$ cat src/rtl/packed_dual_col_mac_acc_pkg.sv
// Shared CNN MAC defines: default widths, per-device pack shift, product width
// and the INT4 lane dot-product helper (only used when MAC_INT4_EN is defined).
package packed_dual_col_mac_acc_pkg;

   localparam int DAT_DW_DEF     = 8;
   localparam int WT_DW_DEF      = 8;
   localparam int ACC_DW_DEF     = 32;

   // wt1 sits this far above wt0 in the packed DSP operand
   localparam int PACK_SHIFT_25B = 17;   // 25-bit pre-adder devices
   localparam int PACK_SHIFT_27B = 19;   // 27-bit pre-adder devices
   localparam int PACK_SHIFT_DEF = PACK_SHIFT_27B;

   // width of one unpacked column product (8x8 signed)
   localparam int PROD_W         = 16;

   // first/last markers travelling alongside each stage valid bit
   typedef struct packed {
      logic first;
      logic last;
   } beat_tag_t;

   // two signed 4-bit lanes: a[3:0]*b[3:0] + a[7:4]*b[7:4]
   function automatic logic signed [PROD_W-1:0] int4_dot(input logic [7:0] a,
                                                         input logic [7:0] b);
      logic signed [PROD_W-1:0] p_lo;
      logic signed [PROD_W-1:0] p_hi;
      p_lo = PROD_W'($signed(a[3:0])) * PROD_W'($signed(b[3:0]));
      p_hi = PROD_W'($signed(a[7:4])) * PROD_W'($signed(b[7:4]));
      return p_lo + p_hi;
   endfunction

endpackage

$ cat src/rtl/packed_dual_col_mac_acc_packed_dsp_mul.sv
// packed_dsp_mul: S1 packed multiply ((wt1<<PACK_SHIFT)+wt0)*dat in one DSP,
// S2 unpack into two signed 16-bit column products with borrow correction.
// With MAC_INT4_EN defined, mode=1 beats use LUT-based INT4 dot products
// instead, carried through S2 with identical latency.
module packed_dsp_mul
   import packed_dual_col_mac_acc_pkg::*;
#(
   parameter int DAT_DW     = DAT_DW_DEF,
   parameter int WT_DW      = WT_DW_DEF,
   parameter int PACK_SHIFT = PACK_SHIFT_DEF
) (
   input  logic                     clk,
   input  logic                     rst_n,
   input  logic                     en,
   input  logic [DAT_DW-1:0]        s0_dat,
   input  logic [WT_DW-1:0]         s0_wt0,
   input  logic [WT_DW-1:0]         s0_wt1,
   input  logic                     s0_mode,
   output logic signed [PROD_W-1:0] s2_lo,
   output logic signed [PROD_W-1:0] s2_hi
);

   // packed operand needs one guard bit: 127<<19 plus negative wt0 must not wrap
   localparam int A_W = PACK_SHIFT + WT_DW + 1;
   localparam int P_W = A_W + DAT_DW;

   logic signed [P_W-1:0] op_a;
   logic signed [P_W-1:0] op_b;
   logic signed [P_W-1:0] p_d;
   (* use_dsp = "yes" *) logic signed [P_W-1:0] p_q;
   logic signed [PROD_W-1:0] lo_d, lo_q;
   logic signed [PROD_W-1:0] hi_d, hi_q;

   // S1 operand packing and the single shared multiply
   always_comb begin
      op_a = ($signed({{(P_W-WT_DW){s0_wt1[WT_DW-1]}}, s0_wt1}) <<< PACK_SHIFT)
           + $signed({{(P_W-WT_DW){s0_wt0[WT_DW-1]}}, s0_wt0});
      op_b = $signed({{(P_W-DAT_DW){s0_dat[DAT_DW-1]}}, s0_dat});
      p_d  = op_a * op_b;
   end

`ifdef MAC_INT4_EN
   logic signed [PROD_W-1:0] i4_0_d, i4_0_q;
   logic signed [PROD_W-1:0] i4_1_d, i4_1_q;
   logic                     mode_q;

   // S1 LUT INT4 dual-lane products for both columns
   always_comb begin
      i4_0_d = int4_dot(s0_dat[7:0], s0_wt0[7:0]);
      i4_1_d = int4_dot(s0_dat[7:0], s0_wt1[7:0]);
   end

   // S1 INT4 result registers, frozen while stalled
   always_ff @(posedge clk or negedge rst_n) begin
      if (!rst_n) begin
         i4_0_q <= '0;
         i4_1_q <= '0;
         mode_q <= 1'b0;
      end else if (en) begin
         i4_0_q <= i4_0_d;
         i4_1_q <= i4_1_d;
         mode_q <= s0_mode;
      end
   end
`else
   logic unused_mode;
   assign unused_mode = s0_mode;
`endif

   // S2 unpack: a negative low product borrows one from the upper field
   always_comb begin
      lo_d = p_q[PROD_W-1:0];
      hi_d = p_q[PACK_SHIFT+PROD_W-1:PACK_SHIFT] + PROD_W'(p_q[PROD_W-1]);
`ifdef MAC_INT4_EN
      if (mode_q) begin
         lo_d = i4_0_q;
         hi_d = i4_1_q;
      end
`endif
   end

   // S1/S2 pipeline registers, frozen while stalled
   always_ff @(posedge clk or negedge rst_n) begin
      if (!rst_n) begin
         p_q  <= '0;
         lo_q <= '0;
         hi_q <= '0;
      end else if (en) begin
         p_q  <= p_d;
         lo_q <= lo_d;
         hi_q <= hi_d;
      end
   end

   // guard and sign-extension bits of the packed product are never consumed
   logic unused_p_bits;
   assign unused_p_bits = ^{p_q[P_W-1:PACK_SHIFT+PROD_W], p_q[PACK_SHIFT-1:PROD_W]};

   assign s2_lo = lo_q;
   assign s2_hi = hi_q;

endmodule

$ cat src/rtl/packed_dual_col_mac_acc.sv
// packed_dual_col_mac_acc: two-column MAC sharing one DSP multiply per beat,
// accumulating over first..last runs behind a valid/ready handshake.
// Pipeline S0 (operand regs) -> S1 (multiply) -> S2 (unpack) -> S3 (acc).
// Optional MAC_INT4_EN: mode=1 selects INT4 dual-lane products.
module packed_dual_col_mac_acc
   import packed_dual_col_mac_acc_pkg::*;
#(
   parameter int DAT_DW     = DAT_DW_DEF,
   parameter int WT_DW      = WT_DW_DEF,
   parameter int ACC_DW     = ACC_DW_DEF,
   parameter int PACK_SHIFT = PACK_SHIFT_DEF
) (
   input  logic              clk,
   input  logic              rst_n,
   input  logic              in_vld,
   output logic              in_rdy,
   input  logic              in_first,
   input  logic              in_last,
   input  logic [DAT_DW-1:0] dat,
   input  logic [WT_DW-1:0]  wt0,
   input  logic [WT_DW-1:0]  wt1,
   input  logic              mode,
   output logic              out_vld,
   input  logic              out_rdy,
   output logic [ACC_DW-1:0] acc0,
   output logic [ACC_DW-1:0] acc1
);

   localparam int STAGES = 3;   // S0..S2 carry a valid bit; S3 is the accumulator

   logic en;

   logic [STAGES-1:0]     vld_pipe_d, vld_pipe_q;
   beat_tag_t [STAGES-1:0] tag_pipe_d, tag_pipe_q;
   logic [DAT_DW-1:0]     s0_dat_d, s0_dat_q;
   logic [WT_DW-1:0]      s0_wt0_d, s0_wt0_q;
   logic [WT_DW-1:0]      s0_wt1_d, s0_wt1_q;
   logic                  s0_mode;

   logic signed [PROD_W-1:0] s2_lo, s2_hi;
   logic [ACC_DW-1:0]     acc0_d, acc0_q;
   logic [ACC_DW-1:0]     acc1_d, acc1_q;
   logic                  out_vld_d, out_vld_q;

   // the whole pipe moves together; only a held result blocks it
   assign en     = !out_vld_q || out_rdy;
   assign in_rdy = en;

`ifdef MAC_INT4_EN
   logic s0_mode_d, s0_mode_q;

   // S0 lane-mode register
   always_comb begin
      s0_mode_d = s0_mode_q;
      if (en) s0_mode_d = mode;
   end

   // S0 lane-mode flop
   always_ff @(posedge clk or negedge rst_n) begin
      if (!rst_n) s0_mode_q <= 1'b0;
      else        s0_mode_q <= s0_mode_d;
   end

   assign s0_mode = s0_mode_q;
`else
   logic unused_mode;
   assign unused_mode = mode;
   assign s0_mode     = 1'b0;
`endif

   // S0 capture and valid/tag shift, held while stalled
   always_comb begin
      vld_pipe_d = vld_pipe_q;
      tag_pipe_d = tag_pipe_q;
      s0_dat_d   = s0_dat_q;
      s0_wt0_d   = s0_wt0_q;
      s0_wt1_d   = s0_wt1_q;
      if (en) begin
         vld_pipe_d          = {vld_pipe_q[STAGES-2:0], in_vld};
         tag_pipe_d[STAGES-1:1] = tag_pipe_q[STAGES-2:0];
         tag_pipe_d[0].first = in_first;
         tag_pipe_d[0].last  = in_last;
         s0_dat_d            = dat;
         s0_wt0_d            = wt0;
         s0_wt1_d            = wt1;
      end
   end

   // S0 registers and stage valid/tag shift register
   always_ff @(posedge clk or negedge rst_n) begin
      if (!rst_n) begin
         vld_pipe_q <= '0;
         tag_pipe_q <= '0;
         s0_dat_q   <= '0;
         s0_wt0_q   <= '0;
         s0_wt1_q   <= '0;
      end else begin
         vld_pipe_q <= vld_pipe_d;
         tag_pipe_q <= tag_pipe_d;
         s0_dat_q   <= s0_dat_d;
         s0_wt0_q   <= s0_wt0_d;
         s0_wt1_q   <= s0_wt1_d;
      end
   end

   packed_dsp_mul #(
      .DAT_DW     (DAT_DW),
      .WT_DW      (WT_DW),
      .PACK_SHIFT (PACK_SHIFT)
   ) u_mul (
      .clk     (clk),
      .rst_n   (rst_n),
      .en      (en),
      .s0_dat  (s0_dat_q),
      .s0_wt0  (s0_wt0_q),
      .s0_wt1  (s0_wt1_q),
      .s0_mode (s0_mode),
      .s2_lo   (s2_lo),
      .s2_hi   (s2_hi)
   );

   // S3 accumulate; a result is flagged when a last beat lands here
   always_comb begin
      acc0_d    = acc0_q;
      acc1_d    = acc1_q;
      out_vld_d = out_vld_q;
      if (en) begin
         // en implies either nothing held or the held result is leaving now
         out_vld_d = vld_pipe_q[STAGES-1] && tag_pipe_q[STAGES-1].last;
         if (vld_pipe_q[STAGES-1]) begin
            if (tag_pipe_q[STAGES-1].first) begin
               acc0_d = {{(ACC_DW-PROD_W){s2_lo[PROD_W-1]}}, s2_lo};
               acc1_d = {{(ACC_DW-PROD_W){s2_hi[PROD_W-1]}}, s2_hi};
            end else begin
               acc0_d = acc0_q + {{(ACC_DW-PROD_W){s2_lo[PROD_W-1]}}, s2_lo};
               acc1_d = acc1_q + {{(ACC_DW-PROD_W){s2_hi[PROD_W-1]}}, s2_hi};
            end
         end
      end
   end

   // accumulator and result-valid flops
   always_ff @(posedge clk or negedge rst_n) begin
      if (!rst_n) begin
         acc0_q    <= '0;
         acc1_q    <= '0;
         out_vld_q <= 1'b0;
      end else begin
         acc0_q    <= acc0_d;
         acc1_q    <= acc1_d;
         out_vld_q <= out_vld_d;
      end
   end

   assign out_vld = out_vld_q;
   assign acc0    = acc0_q;
   assign acc1    = acc1_q;

endmodule
$ cat config.mk
export PLATFORM = sky130hd
export DESIGN_NAME = packed_dual_col_mac_acc
export DESIGN_NICKNAME = d
export VERILOG_FILES = /design/src/rtl/packed_dual_col_mac_acc_pkg.sv /design/src/rtl/packed_dual_col_mac_acc_packed_dsp_mul.sv /design/src/rtl/packed_dual_col_mac_acc.sv
export SDC_FILE = /design/constraint.sdc
export NUM_CORES = 1
export LEC_CHECK = 0
export ABC_AREA = 1
export BUFFER_PORTS_ARGS = -buffer_cell sky130_fd_sc_hd__buf_2
export CORE_MARGIN = 2
export CORE_UTILIZATION = 40
export CTS_CLUSTER_DIAMETER = 150
export CTS_CLUSTER_SIZE = 40
export DETAILED_ROUTE_END_ITERATION = 10
export SETUP_SLACK_MARGIN = 0.15
export SLEW_MARGIN = 5
export SYNTH_ARGS = -nofsm -noshare
export SYNTH_HDL_FRONTEND = slang
export SYNTH_SLANG_ARGS = --single-unit
export TNS_END_PERCENT = 5
$ cat constraint.sdc
create_clock -name clk -period 10.85 [get_ports clk]
set_input_delay 1.085 -clock clk [delete_from_list [all_inputs] [get_ports clk]]
set_output_delay 1.085 -clock clk [all_outputs]
set_load 0.02 [all_outputs]
== Word-level counts from Yosys, hierarchy flattened ==
Cells that the tools add are included.
Word-level totals
  output and inout bits: 66
  bits of input ports: 31
  word-level logic and storage cells: 27
  bits in registers: 165
Cells by class
  muxes and demuxes: 2
  $add $sub $neg: 4
  reductions and logical operators: 4
  $mul: 1
Operators by type and width (count)
  $add 32x32->32: 2
  $mux 32: 2
  $mul 28x8->35: 1
  $add 27x8->28: 1
  $add 16x1->16: 1
  $reduce_and 2->1: 1
  $logic_and 1x1->1: 1
  $logic_not 1->1: 1
  $logic_or 1x1->1: 1

== Longest topological paths before layout ==
  depth in word-level cells: 3
  mapped depth: 32
  gate-level depth less buffers: 32

== Hierarchy ==
A second synthesis with hierarchy kept.
Unflattened totals
  cell total of the unflattened synthesis: 2673
  area total of the unflattened synthesis: 18267.5 sq um
Modules (own cells, without submodules)
  packed_dsp_mul: area an instance 9606.7 sq um, seq. area each 1601.5 sq um, cells an instance 1248, times used 1
  packed_dual_col_mac_acc: area an instance 8660.8 sq um, seq. area each 2452.4 sq um, cells an instance 1425, times used 1

== Least setup slack after synthesis ==
No wires, ideal clock.
  path kind: register to register
  start point: register s0_wt0_q[7]
  end point: register u_mul.p_q[32]
  cell stages (with the launch flop): 29
  data arrival time: 5.337 ns
  required time: 10.723 ns
  setup time: 0.127 ns
  setup slack: 5.386 ns
  buffers on the path: 0
  period minus slack after synthesis: 5.464 ns
  path through: dfrtp_1 > ha_1 > a21oi_1 > and2_1 > inv_2 > a21oi_1 > o21bai_1 > a21oi_1 > nor2_1 > nor2_2 > xor2_2 > nor2_1 > ha_1 > a31o_2 > inv_1 > fa_1 > inv_1 > fa_1 > inv_1 > fa_1 > inv_1 > ha_1 > nand2_1 > nor3_1 > a21boi_0 > a2111oi_0 > nand3_1 > nand3_1 > o21ai_0
On the way
  cells in the longest elaborated chain, start to end: 2
RTL lines
  start: declaration: RTL line packed_dual_col_mac_acc.sv:36  | logic [WT_DW-1:0] s0_wt0_d, s0_wt0_q;
  start signal: assignment: RTL line packed_dual_col_mac_acc.sv:101  | s0_wt0_q <= s0_wt0_d;
  $add 27x8->28: RTL line packed_dual_col_mac_acc_packed_dsp_mul.sv:37  | + $signed({{(P_W-WT_DW){s0_wt0[WT_DW-1]}}, s0_wt0});
  $mul 28x8->35: RTL line packed_dual_col_mac_acc_packed_dsp_mul.sv:39  | p_d = op_a * op_b;
  end signal: assignment: RTL line packed_dual_col_mac_acc_packed_dsp_mul.sv:89  | p_q <= p_d;
  end: declaration: RTL line packed_dual_col_mac_acc_packed_dsp_mul.sv:30  | (* use_dsp = "yes" *) logic signed [P_W-1:0] p_q;
Every way passes these cells.
A chain may end at the register's enable or synchronous reset.

== Final worst setup path ==
  start point: register s0_wt0_q[7]
  end point: register u_mul.p_q[34]
The elaborated chain is that of the path after synthesis.

==> metrics.txt <==
drt first pass iters=5; Max-Cap Viols=0; Post-DP HPWL=34100 um; first-pass GRT wire length=72600 um; Slew headroom=36.7%; biggest area consumer among synthesized cells=dfrtp_1; Layout Skew=9.52 ps; Die ar.=0.0441 mm^2; H-tree Lvls=4; worst hold start=tag_pipe_q[1]$_DFFE_PN0N_; Final min period=6460 ps; FF-to-FF path depth=29; WP data arrival=6870 ps; die span in y=210 um; CP max stage delay=740 ps; Starting Density=40.5%; GRT Residual Overflow=0; Detailed Route WL=43000 um; hold endpoint=tag_pipe_q[3]$_DFFE_PN0N_; Reg-to-Reg End=u_mul.p_q[34]$_DFFE_PN0N_; Nets=2688; Synth cell types=56; GRT Util Overall=20.5%; worst hold path stage count=2; CTS Hold Bufs=0; clk_lat worst skew=480 ps; CTS max path bufs=2; Least-Margin Pin Slew=948 ps; largest net degree at the start of global routing=92; final count of negative-setup-slack endpoints=0; hold crit path type=register to register; TritonCTS clock tree=yes; Critical Path End Type=register; crit share post-route=59.5%; Critical-path top delay cell=dfrtp_1; initial antenna violation count=0; vias per cell=5.00; Seq cells post-synth=162; largest cells by area after synthesis=dfrtp_1, fa_1, nand2_1; synth warn=0; port buffer count=95; outcome=complete, no violations; RSZ-0062 raised after global routing=false; number of setup buffers added after CTS=0; Worst Setup SP=s0_wt0_q[7]$_DFFE_PN0N_; Rows=75; fmax=155 MHz; Post-CTS Resized=0; cell mode on critical path=nor2_1; GPL Wtd Cong=0.909; R2R Setup Slk=4390 ps; R2R Path Start=s0_wt0_q[7]$_DFFE_PN0N_; final hold violations=0; Worst Path Required=11260 ps; Clock Sinks=162; clock root cell=clkbuf_16; Slew Viols, Final=0; antenna-violating nets left=0; register area share after synthesis=23.9%; Mapped Cells=2320; WS Path Type=register to register; DRC violations left=0; CTS clk-pin slew, worst paths=70 ps; Net Count, Synth=2625; Yosys top cell area share=23.9%; antenna cells=0; vias after detailed routing=14700; vias in the first global route=14700; Setup TNS Final=0 ps; Die Wd=210 um; layout cells sized above 1=8.26%; Core ar.=0.0419 mm^2; Critical Path Source Type=register; drt first-iter violations=822; Area Overhead vs Synth=9.46%; total CTS buffers=17; Avg Cell Area, Syn=7.32 um^2; WL per Instance=14.7 um; crit path max fanout=17; # IOs=97; cell area after synthesis=0.0170 mm^2
## synth_stat cells, drive strengths merged
cell type / count
nand2: 551
inv: 414
nor2: 206
a21oi: 177
dfrtp: 162
o21ai: 160
ha: 142
fa: 132
nand3: 98
clkbuf: 47
xor2: 27
nor3: 24
or2: 23
xnor2: 20
nand4: 16
a21o: 15
buf: 14
a21boi: 10
nand3b: 10
o211ai: 9
o21bai: 9
a31oi: 8
o21a: 7
nor4: 6
a211oi: 5
a31o: 5
o221ai: 5
clkinv: 4
a221oi: 3
o31ai: 3
and2: 2
o22ai: 2
a2111oi: 1
nand2b: 1
nor3b: 1
o211a: 1
## cells in the final DEF (no fill, tap or decap), types with 11 or more instances in the layout
cell type and count:
buf_2 94, clkbuf_16 17, o21ai_0 146, nor3_1 23, xnor2_1 20, nand3_1 94
fa_1 132, nand2_1 543, xor2_1 26, a21oi_1 173, a21o_1 15, nand4_1 16
ha_1 142, or2_2 19, dfrtp_1 161, o21ai_1 11, nor2_1 198, inv_1 409
## kinds of logic (layout without fill, tap and decap cells)
kind of cell | count (synthesis) | after routing | share of synthesized area [%]
buf+inv | 479 | 555 | 10.7
flops | 162 | 162 | 23.9
fa+ha+maj | 274 | 274 | 26.0
simple gates | 938 | 938 | 23.1
compound gates | 420 | 420 | 13.9
xor+xnor | 47 | 47 | 2.47
## registers in the layout, indices dropped and copies added (netlist names)
| name | flops |
|---|---|
| vld_pipe_q | 3 |
| u_mul.s2_hi | 16 |
| s0_wt1_q | 8 |
| out_vld | 1 |
| u_mul.s2_lo | 16 |
| acc1 | 32 |
| s0_wt0_q | 8 |
| u_mul.p_q | 32 |
| tag_pipe_q | 6 |
| s0_dat_q | 8 |
| acc0 | 32 |
## how the worst max path moves through the flow
| stage | endpoint | slack (ps) | cells past startpoint |
|---|---|---|---|
| finish | u_mul.p_q[34]$_DFFE_PN0N_ | 4390 | 29 |
| global route | u_mul.p_q[34]$_DFFE_PN0N_ | 3800 | 29 |
| CTS | u_mul.p_q[34]$_DFFE_PN0N_ | 4380 | 29 |
| detailed placement | u_mul.p_q[34]$_DFFE_PN0N_ | 4420 | 29 |
| global placement | u_mul.p_q[34]$_DFFE_PN0N_ | 4500 | 29 |
| floorplan | u_mul.p_q[32]$_DFFE_PN0N_ | 5390 | 28 |
## critical path, delay by kind of cell, from the launching register on
kind            cells  cell delay, ps
compound gates      6             900
flops               1             740
simple gates       12            1410
xor+xnor            1             390
fa+ha+maj           6            2740
buf+inv             4             210
## metrics by stage
stage	cells	setup WS, ps	utilization (%)	cell area, um^2	hold WS [ps]
after global routing	2935	3800	44.3	18600	503
after floorplan	2320	5390	-	17000	442
after CTS	2935	4380	44.3	18600	478
after global placement	2903	4500	42.9	18000	451
after detailed placement	2903	4420	42.9	18000	461
final	2935	4390	44.3	18600	475
## layer usage
layer,up-vias,global-route usage [%],wire length (um)
li1,7484,-,-
met1,6953,27.7,21200
met2,208,33.9,19800
met3,42,3.01,1350
met4,0,6.24,720
met5,-,0,0
## cell type report
type | count | area (um^2)
clock buffer | 18 | 429
clock inverter | 14 | 169
fill | 4364 | 23400
inverter | 418 | 1570
multi-input combinational | 1679 | 11100
sequential | 162 | 4060
tap | 539 | 674
timing repair buffer | 105 | 557
Power is not shown: default switching activity piles up to over one toggle a cycle in this logic, so the estimate is an artifact.
